$ cat config.mk
export PLATFORM = sky130hd
export DESIGN_NAME = rf_spi_slave
export DESIGN_NICKNAME = d
export VERILOG_FILES = /design/src/rtl/rf_spi_slave.sv
export SDC_FILE = /design/constraint.sdc
export NUM_CORES = 1
export LEC_CHECK = 0
export ABC_AREA = 1
export CORE_UTILIZATION = 40
export CTS_CLUSTER_DIAMETER = 200
export DETAILED_ROUTE_END_ITERATION = 16
export GPL_TIMING_DRIVEN = 0
export PLACE_DENSITY = 0.62
export RECOVER_POWER = 100
export SYNTH_ARGS = -nofsm -noshare
export SYNTH_HDL_FRONTEND = slang
export SYNTH_SLANG_ARGS = --single-unit
$ cat constraint.sdc
create_clock -name clk -period 2.99 [get_ports clk]
set_input_delay 0.598 -clock clk [delete_from_list [all_inputs] [get_ports clk]]
set_output_delay 0.598 -clock clk [all_outputs]
set_load 0.02 [all_outputs]
$ cat src/rtl/rf_spi_slave.sv
// rf_spi_slave: oversampled mode-0 SPI responder turning short/long frames into single register reads or writes
module rf_spi_slave #(
  parameter int WAIT_BITS = 4,
  parameter int SYNC_FF = 2
) (
  input  logic       clk,
  input  logic       rst,
  input  logic       sck,
  input  logic       cs,
  input  logic       sdi,
  output logic       sdo,
  output logic       sdo_oe,
  output logic [9:0] reg_addr,
  output logic       reg_long,
  output logic       reg_wr_en,
  output logic [7:0] reg_wr_data,
  output logic       reg_rd_en,
  input  logic [7:0] reg_rd_data,
  output logic       busy,
  output logic       frame_err
);
  typedef enum logic [2:0] {IDLE, HDR, TURN, DATA, DONE} state_t;
  state_t state_q, state_d;
  logic [SYNC_FF:0] sck_q, cs_q;
  logic [SYNC_FF-1:0] sdi_q;
  logic [3:0] cnt_q, cnt_d, cnt_inc;
  logic [9:0] sh_q, sh_d, addr_q, addr_d;
  logic [10:0] sh_in;
  logic [7:0] rd_sh_q, rd_sh_d, wr_data_q, wr_data_d;
  logic long_q, long_d, rd_q, rd_d, sdo_q, sdo_d;
  logic rd_en_q, rd_en_d, rd_pend_q, wr_en_q, wr_en_d, err_q, err_d;
  logic sdi_s, sck_rise, sck_fall, cs_rise, cs_fall, hdr_long, hdr_last, turn_last;
  assign sdi_s = sdi_q[SYNC_FF-1];
  assign sck_rise = sck_q[SYNC_FF-1] & ~sck_q[SYNC_FF];
  assign sck_fall = ~sck_q[SYNC_FF-1] & sck_q[SYNC_FF];
  assign cs_rise = cs_q[SYNC_FF-1] & ~cs_q[SYNC_FF];
  assign cs_fall = ~cs_q[SYNC_FF-1] & cs_q[SYNC_FF];
  assign sh_in = {sh_q, sdi_s};
  assign cnt_inc = (cnt_q == 4'hf) ? cnt_q : cnt_q + 4'd1;
  assign hdr_long = cnt_q == 4'd11;
  assign hdr_last = hdr_long | (cnt_q == 4'd7 & ~sh_q[6]);
  assign turn_last = cnt_q == 4'(WAIT_BITS - 1);
  assign busy = state_q != IDLE;
  assign sdo_oe = busy;
  assign sdo = sdo_q;
  assign reg_addr = addr_q;
  assign reg_long = long_q;
  assign reg_wr_en = wr_en_q;
  assign reg_wr_data = wr_data_q;
  assign reg_rd_en = rd_en_q;
  assign frame_err = err_q;
  always_comb begin
    state_d = state_q;
    cnt_d = cnt_q;
    sh_d = sh_q;
    rd_sh_d = rd_pend_q ? reg_rd_data : rd_sh_q;
    wr_data_d = wr_data_q;
    addr_d = addr_q;
    long_d = long_q;
    rd_d = rd_q;
    sdo_d = 1'b0;
    rd_en_d = 1'b0;
    wr_en_d = 1'b0;
    err_d = 1'b0;
    if (state_q != IDLE && cs_rise) begin
      state_d = IDLE;
      err_d = state_q != DONE;
    end else begin
      case (state_q)
        IDLE: if (cs_fall) begin
          state_d = HDR;
          cnt_d = '0;
          sh_d = '0;
        end
        HDR: if (sck_rise) begin
          sh_d = sh_in[9:0];
          cnt_d = hdr_last ? 4'd0 : cnt_inc;
          if (hdr_last) begin
            addr_d = hdr_long ? sh_in[10:1] : {4'b0, sh_in[6:1]};
            long_d = hdr_long;
            rd_d = ~sdi_s;
            state_d = hdr_long ? TURN : DATA;
            rd_en_d = ~hdr_long & ~sdi_s;
          end
        end
        TURN: if (sck_rise) begin
          cnt_d = turn_last ? 4'd0 : cnt_inc;
          state_d = turn_last ? DATA : TURN;
          rd_en_d = turn_last & rd_q;
        end
        DATA: begin
          sdo_d = rd_q & (sck_fall ? rd_sh_q[7] : sdo_q);
          rd_sh_d = sck_fall ? {rd_sh_q[6:0], 1'b0} : rd_sh_d;
          if (sck_rise) begin
            sh_d = sh_in[9:0];
            cnt_d = cnt_inc;
            if (cnt_q == 4'd7) begin
              state_d = DONE;
              sdo_d = 1'b0;
              wr_en_d = ~rd_q;
              wr_data_d = rd_q ? wr_data_q : sh_in[7:0];
            end
          end
        end
        default: ;
      endcase
    end
  end
  always_ff @(posedge clk) begin
    if (rst) begin
      state_q <= IDLE;
      sck_q <= '0;
      cs_q <= '0;
      sdi_q <= '0;
      cnt_q <= '0;
      sh_q <= '0;
      rd_sh_q <= '0;
      wr_data_q <= '0;
      addr_q <= '0;
      long_q <= 1'b0;
      rd_q <= 1'b0;
      sdo_q <= 1'b0;
      rd_en_q <= 1'b0;
      rd_pend_q <= 1'b0;
      wr_en_q <= 1'b0;
      err_q <= 1'b0;
    end else begin
      state_q <= state_d;
      sck_q <= {sck_q[SYNC_FF-1:0], sck};
      cs_q <= {cs_q[SYNC_FF-1:0], cs};
      sdi_q <= {sdi_q[SYNC_FF-2:0], sdi};
      cnt_q <= cnt_d;
      sh_q <= sh_d;
      rd_sh_q <= rd_sh_d;
      wr_data_q <= wr_data_d;
      addr_q <= addr_d;
      long_q <= long_d;
      rd_q <= rd_d;
      sdo_q <= sdo_d;
      rd_en_q <= rd_en_d;
      rd_pend_q <= rd_en_q;
      wr_en_q <= wr_en_d;
      err_q <= err_d;
    end
  end
endmodule

==> metrics list, run 1 <==
- In this run the clock root is driven by a sky130_fd_sc_hd__clkbuf_8.
- Hold Worst Slack: 406 ps
- Fin crit period: 2490 ps
- For this run, the number of Yosys warnings is 0.
- Cells after DPL: 469
* Place WS: 1010 ps
- The highest layer touched by signal routing is met4.
- The analysis attributes to cell leakage a power of between 1 and 1.5 nW.
- DRC violation count after routing: 0
* Die outline area: roughly 6600 µm²
- TritonCTS clock tree: done
* Port-buffer cells: 36
- In this run, the number of DRC markers left after iteration 0 of detailed routing was between 100 and 150.
- Data arrival time of the critical path: 1890 ps
- Crit path max-delay cell type: sky130_fd_sc_hd__clkdlybuf4s50_1
- Net count of the finished layout: approximately 420
- Crit Reg-Reg Startpoint: state_q[2]
* Netlist area before placement: around 2500 µm²
- Met2 layer wire length in the routed design: between 2 and 3 mm
- From left edge to right edge, the die measures between 80 and 90 µm.
- The share of the Yosys chip area taken by registers is 46.0%.
* Transition time at the pin with the least slew margin: 590 ps
* Total placed instance area: ~3000 µm²
- Sum of internal, switching and leakage power: 2.14 mW
- Detailed routing inserted a total of about 2300 vias.
* GP Congestion: approximately 0.85
- Setup repair after global routing left no endpoint under its margin.
* Cell count of the worst hold path: 2
- Timing would allow up to 0.402 GHz.
- The total overflow left after global routing is 0.
- Data on the critical path is required at its endpoint by between 2000 and 2500 ps.
- The via count of the first global-routing pass was 2063.
- Global routing used between 10% and 20% of the available tracks.
- Wires add up to about 5.6 mm.
- After detailed routing, the average wire length per cell comes to 11.6 µm.
- Clock Latency Late Sink: 340 ps
- Wire segments on met3 add up to approximately 320 µm in the final route.
- Along the worst path, the maximum fanout reaches 6.
- Synthesis produced ~360 cells.
- Start point of the worst hold path: sck_q[0]
* Hold Buf Count CTS: 0
- Worst Setup Path Type: reg -> out
* Wire length of the first global-routing pass: roughly 9 mm
- Setup slack on the worst reg-to-reg path comes out at slightly above 900 ps.
- The worst register-to-register path ends at reg_wr_data[6].
- Counting every net in the synthesized netlist gives 372.
- Most frequent standard cell in the layout excluding fill and tap cells: sky130_fd_sc_hd__nand2_1
- The number of setup buffers added after CTS is 0.
- The run finished with clean final reports.
- Reg2reg path depth: 8
* Initial Utilization: between 40% and 50%
- Leaving out fill and tap cells, the most frequent cells in the layout are 94 x sky130_fd_sc_hd__nand2_1, 78 x sky130_fd_sc_hd__nor2_1, 58 x sky130_fd_sc_hd__dfxtp_1.
- After synthesis the netlist holds a flip-flop and latch count of a little under 60.
- Number of top-level design ports: 38
* Height of the die: a little over 80 µm
- After clock tree synthesis, the clock-pin slew on the worst setup and hold paths is 70 ps.
- # Max-Cap Violations: 0
- In this run the power density over the cells is ~700 nW/µm².
- Total CTS buffers: 9
* Largest clock skew in the final design: about 5.8 ps
* Summed negative setup slack over all endpoints: 0 ps
* FILL cells: about 600
* Dpl hpwl: about 4 mm
- Crit path setup slack, layout: just over 500 ps
- On the worst path, the slowest cell contributes a delay of around 520 ps.
- Cell variety after synth: 27
- Row generation in the floorplan step produced 28 rows.
* Pin count of the biggest net entering global routing: 12
* Signed area change from the synthesized netlist to the final layout: 23.7%
* Core area: around 6000 µm²
- Initial antenna violation count: 0
- The count of nets left with antenna violations once routing finished came out at 0.
- Gates resized during post-CTS repair numbered 0.
* H-tree depth reported by CTS: 3
* Peak supply drop: ~0.36 mV
- The worst setup path is captured at a primary output.
- For hold timing, the worst endpoint is sck_q[1].
- CP top delay family: buffers and inverters
- CP bufs+invs: 2
* Diode count: 0
* Total setup violations reported at the end of the flow: 0
- Kind of launch point of the worst setup path: flip-flop
* Crit-path cells: nor2_1, nand2_1, buf_4, clkdlybuf4s50_1
- The worst path uses 83.1% of the clock period.
- The hold violation total from the final report was 0.
* DRT Pass-1 Iters: 4
- Fraction of final layout cells with drive strength greater than 1: 6.10%
* Min-Delay Path Class: reg -> reg
* CTS sink cnt: just under 60
* Post-layout instance area: ~3100 µm²
* Slew margin rel.: roughly three fifths
- Measured on the finished design, the core utilization comes to a little over half.
* Via count normalized by instance count: 4.76
* Buffer depth of the longest clock path: 2
- In the final routing, the length of wire on met1 measures 2.72 mm.
- The number of slew-limit violations in the final report came to 0.
* Post-route non-filler standard cell count: approximately 490
* Avg Cell Area, Syn: a little over 7 µm²
[cells in the mapped netlist]
master	instances	area (µm²)
sky130_fd_sc_hd__a21boi_1	1	7.51
sky130_fd_sc_hd__a211oi_1	1	7.51
sky130_fd_sc_hd__inv_1	36	135
sky130_fd_sc_hd__nand3b_1	1	7.51
sky130_fd_sc_hd__dfxtp_1	58	1160
sky130_fd_sc_hd__ha_1	1	12.5
sky130_fd_sc_hd__nor3_1	5	25.0
sky130_fd_sc_hd__nor2_2	5	31.3
sky130_fd_sc_hd__nand2_1	92	345
sky130_fd_sc_hd__mux2i_1	6	60.1
sky130_fd_sc_hd__nand3_2	2	20.0
sky130_fd_sc_hd__inv_2	3	11.3
sky130_fd_sc_hd__o21ai_0	2	10.0
sky130_fd_sc_hd__nor2_1	75	282
sky130_fd_sc_hd__a211oi_2	6	75.1
sky130_fd_sc_hd__o21ai_1	8	40.0
sky130_fd_sc_hd__nor2_4	1	11.3
sky130_fd_sc_hd__buf_4	2	15.0
sky130_fd_sc_hd__buf_1	1	3.75
sky130_fd_sc_hd__a21oi_1	20	100
sky130_fd_sc_hd__o211ai_1	1	7.51
sky130_fd_sc_hd__buf_2	2	10.0
sky130_fd_sc_hd__nand2_2	2	12.5
sky130_fd_sc_hd__clkbuf_1	6	22.5
sky130_fd_sc_hd__nand3_1	19	95.1
sky130_fd_sc_hd__nand4_1	1	6.26
sky130_fd_sc_hd__o2111ai_1	1	8.76
[cells by family after synthesis]
kind of cell | share of synthesized area [%]
buffers and inverters | 7.83
AOI/OAI and AO/OA | 10.2
DFF | 46.0
and+or+nand+nor | 33.1
muxes | 2.38
adders and majority gates | 0.496
[where the power goes]
group | leakage (nW) | internal (mW) | switching, mW | total, mW
clock network | 0.0954 | 0.382 | 0.333 | 0.715
registers | 0.469 | 0.804 | 0.0351 | 0.839
logic | 0.889 | 0.201 | 0.382 | 0.583
total | 1.45 | 1.39 | 0.750 | 2.14
[state kept, by name (all words and copies together), names as in the netlist]
name	flops
sck_q	3
state_q	3
reg_wr_en	1
rd_q	1
reg_long	1
frame_err	1
reg_wr_data	8
sdi_q	2
sdo	1
rd_sh_q	8
cnt_q	4
sh_q	10
rd_pend_q	1
cs_q	3
reg_rd_en	1
reg_addr	10
[cell type report]
type | instances | area (µm²) | share of cell area, %
flip-flops and latches | 58 | 1160 | 37.2
clock buffers | 9 | 124 | 3.97
plain buffers | 11 | 45.0 | 1.44
well taps | 75 | 93.8 | 3.01
inverters | 39 | 146 | 4.69
repair buffers | 36 | 360 | 11.5
clock inverters | 7 | 68.8 | 2.20
multi-input cells | 250 | 1120 | 36.0
[metal layers]
metal | track usage (%) | up-vias
li1 | - | 1215
met1 | 23.1 | 1030
met2 | 30.1 | 52
met3 | 6.67 | 10
met4 | 7.50 | 0
met5 | 0 | -
[worst min-delay path: stages, from the launching register on]
cell                      delay, ps
sky130_fd_sc_hd__dfxtp_1        300
sky130_fd_sc_hd__inv_1           40
sky130_fd_sc_hd__nor2_1          30
[how the worst max path moves through the flow]
stage | from | end | slack (ps) | cells past startpoint
after floorplan | cnt_q[0] | reg_wr_data[7] | 1490 | 7
after global placement | state_q[1] | sdo_oe | 1010 | 4
after CTS | state_q[1] | sdo_oe | 610 | 4
after global routing | state_q[1] | sdo_oe | 320 | 4
after detailed placement | state_q[1] | sdo_oe | 1010 | 4
final | state_q[1] | sdo_oe | 500 | 4
Power figures use the tool's default switching activity.
==> inputs of run 2 (changes only) <==
- clock period: 2.99 -> 2.45 ns (I/O delays scaled with it)
==> run 2 against run 1 <==
Die area is the same. Register-to-register slack lost 490 ps. Cell area is essentially flat. Highest routed layer unchanged. Sequential share of layout area is essentially flat. Largest power group unchanged. Sequential cell count is the same. Global-route usage is the same. Critical path type unchanged. Wire length grew 0.27%. Critical path depth is the same. Non-clock buffer count is the same. Largest cell class unchanged. Worst hold slack gained 1.3 ps.
==> metrics list, run 2 (same netlist as run 1, synthesis figures left out) <==
- The run finished with clean final reports.
- Number of hold violations in the final report: 0 (unchanged)
- Count of nets left with antenna violations after detail routing: 0 (unchanged)
- Fraction of final layout cells with drive strength greater than 1: 6.83% (+0.73 points)
* Final count of pins violating max slew: 0 (unchanged)
- In this run the worst hold path is classified as reg -> reg.
- Post-layout instance area: 3120 µm² (about the same)
- The total overflow reported by the global router was 0 (unchanged).
* Initial Utilization: 42.1% (unchanged)
- Height of the die: 81.4 µm (unchanged)
- Total placed instance area: 2980 µm² (unchanged)
- Fin crit period: around 2300 ps
- Largest clock skew in the final design: 6.18 ps (+0.432 ps)
- The number of buffers inserted to repair setup after CTS is 0 (unchanged).
- The buffer and inverter count on the worst path came to 2 (unchanged).
* Signed area change from the synthesized netlist to the final layout: 23.8% (about the same)
- Data arrival time of the critical path: 1780 ps (-110 ps)
- The H-tree depth reported by CTS is 3 (unchanged).
- Static leakage power: 1.45 nW (about the same)
- Crit-path cells: nor2_2, nand2_2, clkbuf_4, clkdlybuf4s50_1
* Summed negative setup slack over all endpoints: 0 ps (unchanged)
- Avg WL per Cell: 11.6 µm (+0.27%)
- The wire length of the first global-routing pass was 9.23 mm (unchanged).
- The relative max-transition margin was 60.5% (-0.16 points).
* Crit share post-route: 92.7%
- The number of vias after detailed routing came to 2312 (+0.22%).
- Via count of the first global-routing pass: 2063 (unchanged)
- The total power divided by cell area came to 836 nW/µm² (+22%).
- The port buffer count was 36 (unchanged).
* Post-Route WL: 5.63 mm (+0.27%)
- The per-cell via count in the routed design is 4.77 (+0.22%).
- The largest stage delay on the critical path was 590 ps (+70 ps).
* Hold Buf Count CTS: 0 (unchanged)
- CP Capture Type: primary output
- Setup repair after global routing left no endpoint under its margin.
- Core area: 5990 µm² (unchanged)
- Largest fanout on the critical path: 6 (unchanged)
- CTS root buffer: sky130_fd_sc_hd__clkbuf_8
* Most frequent standard cell in the layout excluding fill and tap cells: sky130_fd_sc_hd__nand2_1
- The critical path in this run is classified as reg -> out.
- Die W: 81.4 µm (unchanged)
- Post-CTS Resized: 0 (unchanged)
* CP top delay family: buffers and inverters
- Total setup violations reported at the end of the flow: 0 (unchanged)
- STA classifies the critical path startpoint as a flip-flop.
- The insertion delay to the later sink of the worst-skew pair came to 340 ps (about the same).
- In the layout the commonest cells are 93 x sky130_fd_sc_hd__nand2_1, 76 x sky130_fd_sc_hd__nor2_1, 58 x sky130_fd_sc_hd__dfxtp_1.
- Net count of the finished layout: 419 (unchanged)
- Initial antenna violation count: 0 (unchanged)
* Total routing usage reported by global routing: 18.9% (unchanged)
* Highest clock rate: 0.441 GHz
- Pin count of the biggest net entering global routing: 12 (unchanged)
- DRC violation count after routing: 0 (unchanged)
* TritonCTS clock tree: done
- The buffer levels on the longest clock path was 2 (unchanged).
* Transition time at the pin with the least slew margin: 592 ps (+2.33 ps)
- The CTS clock-pin slew for the worst setup and hold paths came to 70 ps (about the same).
- The estimated wirelength of the detail-placed design was 4.04 mm (unchanged).
- Iter 0 DRT Violations: 94 (-11%)
* CTS sink cnt: 58 (unchanged)
- Number of top-level design ports: 38 (unchanged)
- The number of standard-cell rows in the floorplan is 28 (unchanged).
* Total CTS buffers: 9 (unchanged)
- The die footprint is 6630 µm² (unchanged).
- The global placer's final weighted congestion is 0.847 (unchanged).
- DRT Pass-1 Iters: 4 (unchanged)
- Diode count: 0 (unchanged)
* # Max-Cap Violations: 0 (unchanged)
* Worst EP required: 1960 ps (-430 ps)
* Peak supply drop: 0.444 mV (+23%)
- Crit path max-delay cell type: sky130_fd_sc_hd__clkdlybuf4s50_1
[run 2: cell count changes in the layout (fill, tap and decap cells not counted), sizes merged]
cell    previous run  this run
buf                2         1
clkbuf            18        19
[run 2: metrics by stage]
| stage | utilization, % | setup WS, ps | total power, mW | hold slack, ps | std cells |
|---|---|---|---|---|---|
| after floorplan | - | 949 | 1.58 | 388 | 358 |
| after global placement | 49.7 | 579 | 1.78 | 399 | 469 |
| after detailed placement | 49.7 | 577 | 1.78 | 398 | 469 |
| after CTS | 52.9 | 179 | 2.66 | 413 | 485 |
| after global routing | 52.2 | 39.2 | 2.77 | 429 | 485 |
| final | 52.2 | 180 | 2.61 | 408 | 485 |
[run 2: worst reg2reg max path: cells and delay by family, from the launching register on]
kind / cells / cell delay, ps
fa+ha+maj: 1 / 280
buf+inv: 1 / 300
flops: 1 / 390
simple gates: 6 / 960
[run 2: path summary, 6_finish.rpt]
kind              start              to  slack, ps  cells after the start
max reg2reg    cnt_q[0]  reg_wr_data[6]        440                      8
min reg2reg    sck_q[0]        sck_q[1]        410                      2
min            sck_q[0]        sck_q[1]        410                      2
max          state_q[1]          sdo_oe        180                      4
[run 2: power by group]
group	internal [mW]	switching (mW)	leakage, nW
Combinational	0.247	0.468	0.888
Sequential	0.981	0.0454	0.469
Clock	0.467	0.406	0.0954
[run 2: layout make-up]
class | count | area (µm²)
Clock buffer | 9 | 124
Tap cell | 75 | 93.8
Clock inverter | 7 | 68.8
Inverter | 39 | 146
Buffer | 11 | 45.0
Timing Repair Buffer | 36 | 360
Multi-Input combinational cell | 250 | 1120
Sequential cell | 58 | 1160
Fill cell | 607 | 2870
[run 2: metal layers]
metal / vias up / track usage (%) / part of all wire [%]
met1: 1043 / 23.1 / 50
met5: - / 0 / 0
met3: 12 / 6.67 / 4.1
li1: 1217 / - / -
met4: 0 / 7.50 / 1.6
met2: 40 / 30.1 / 44
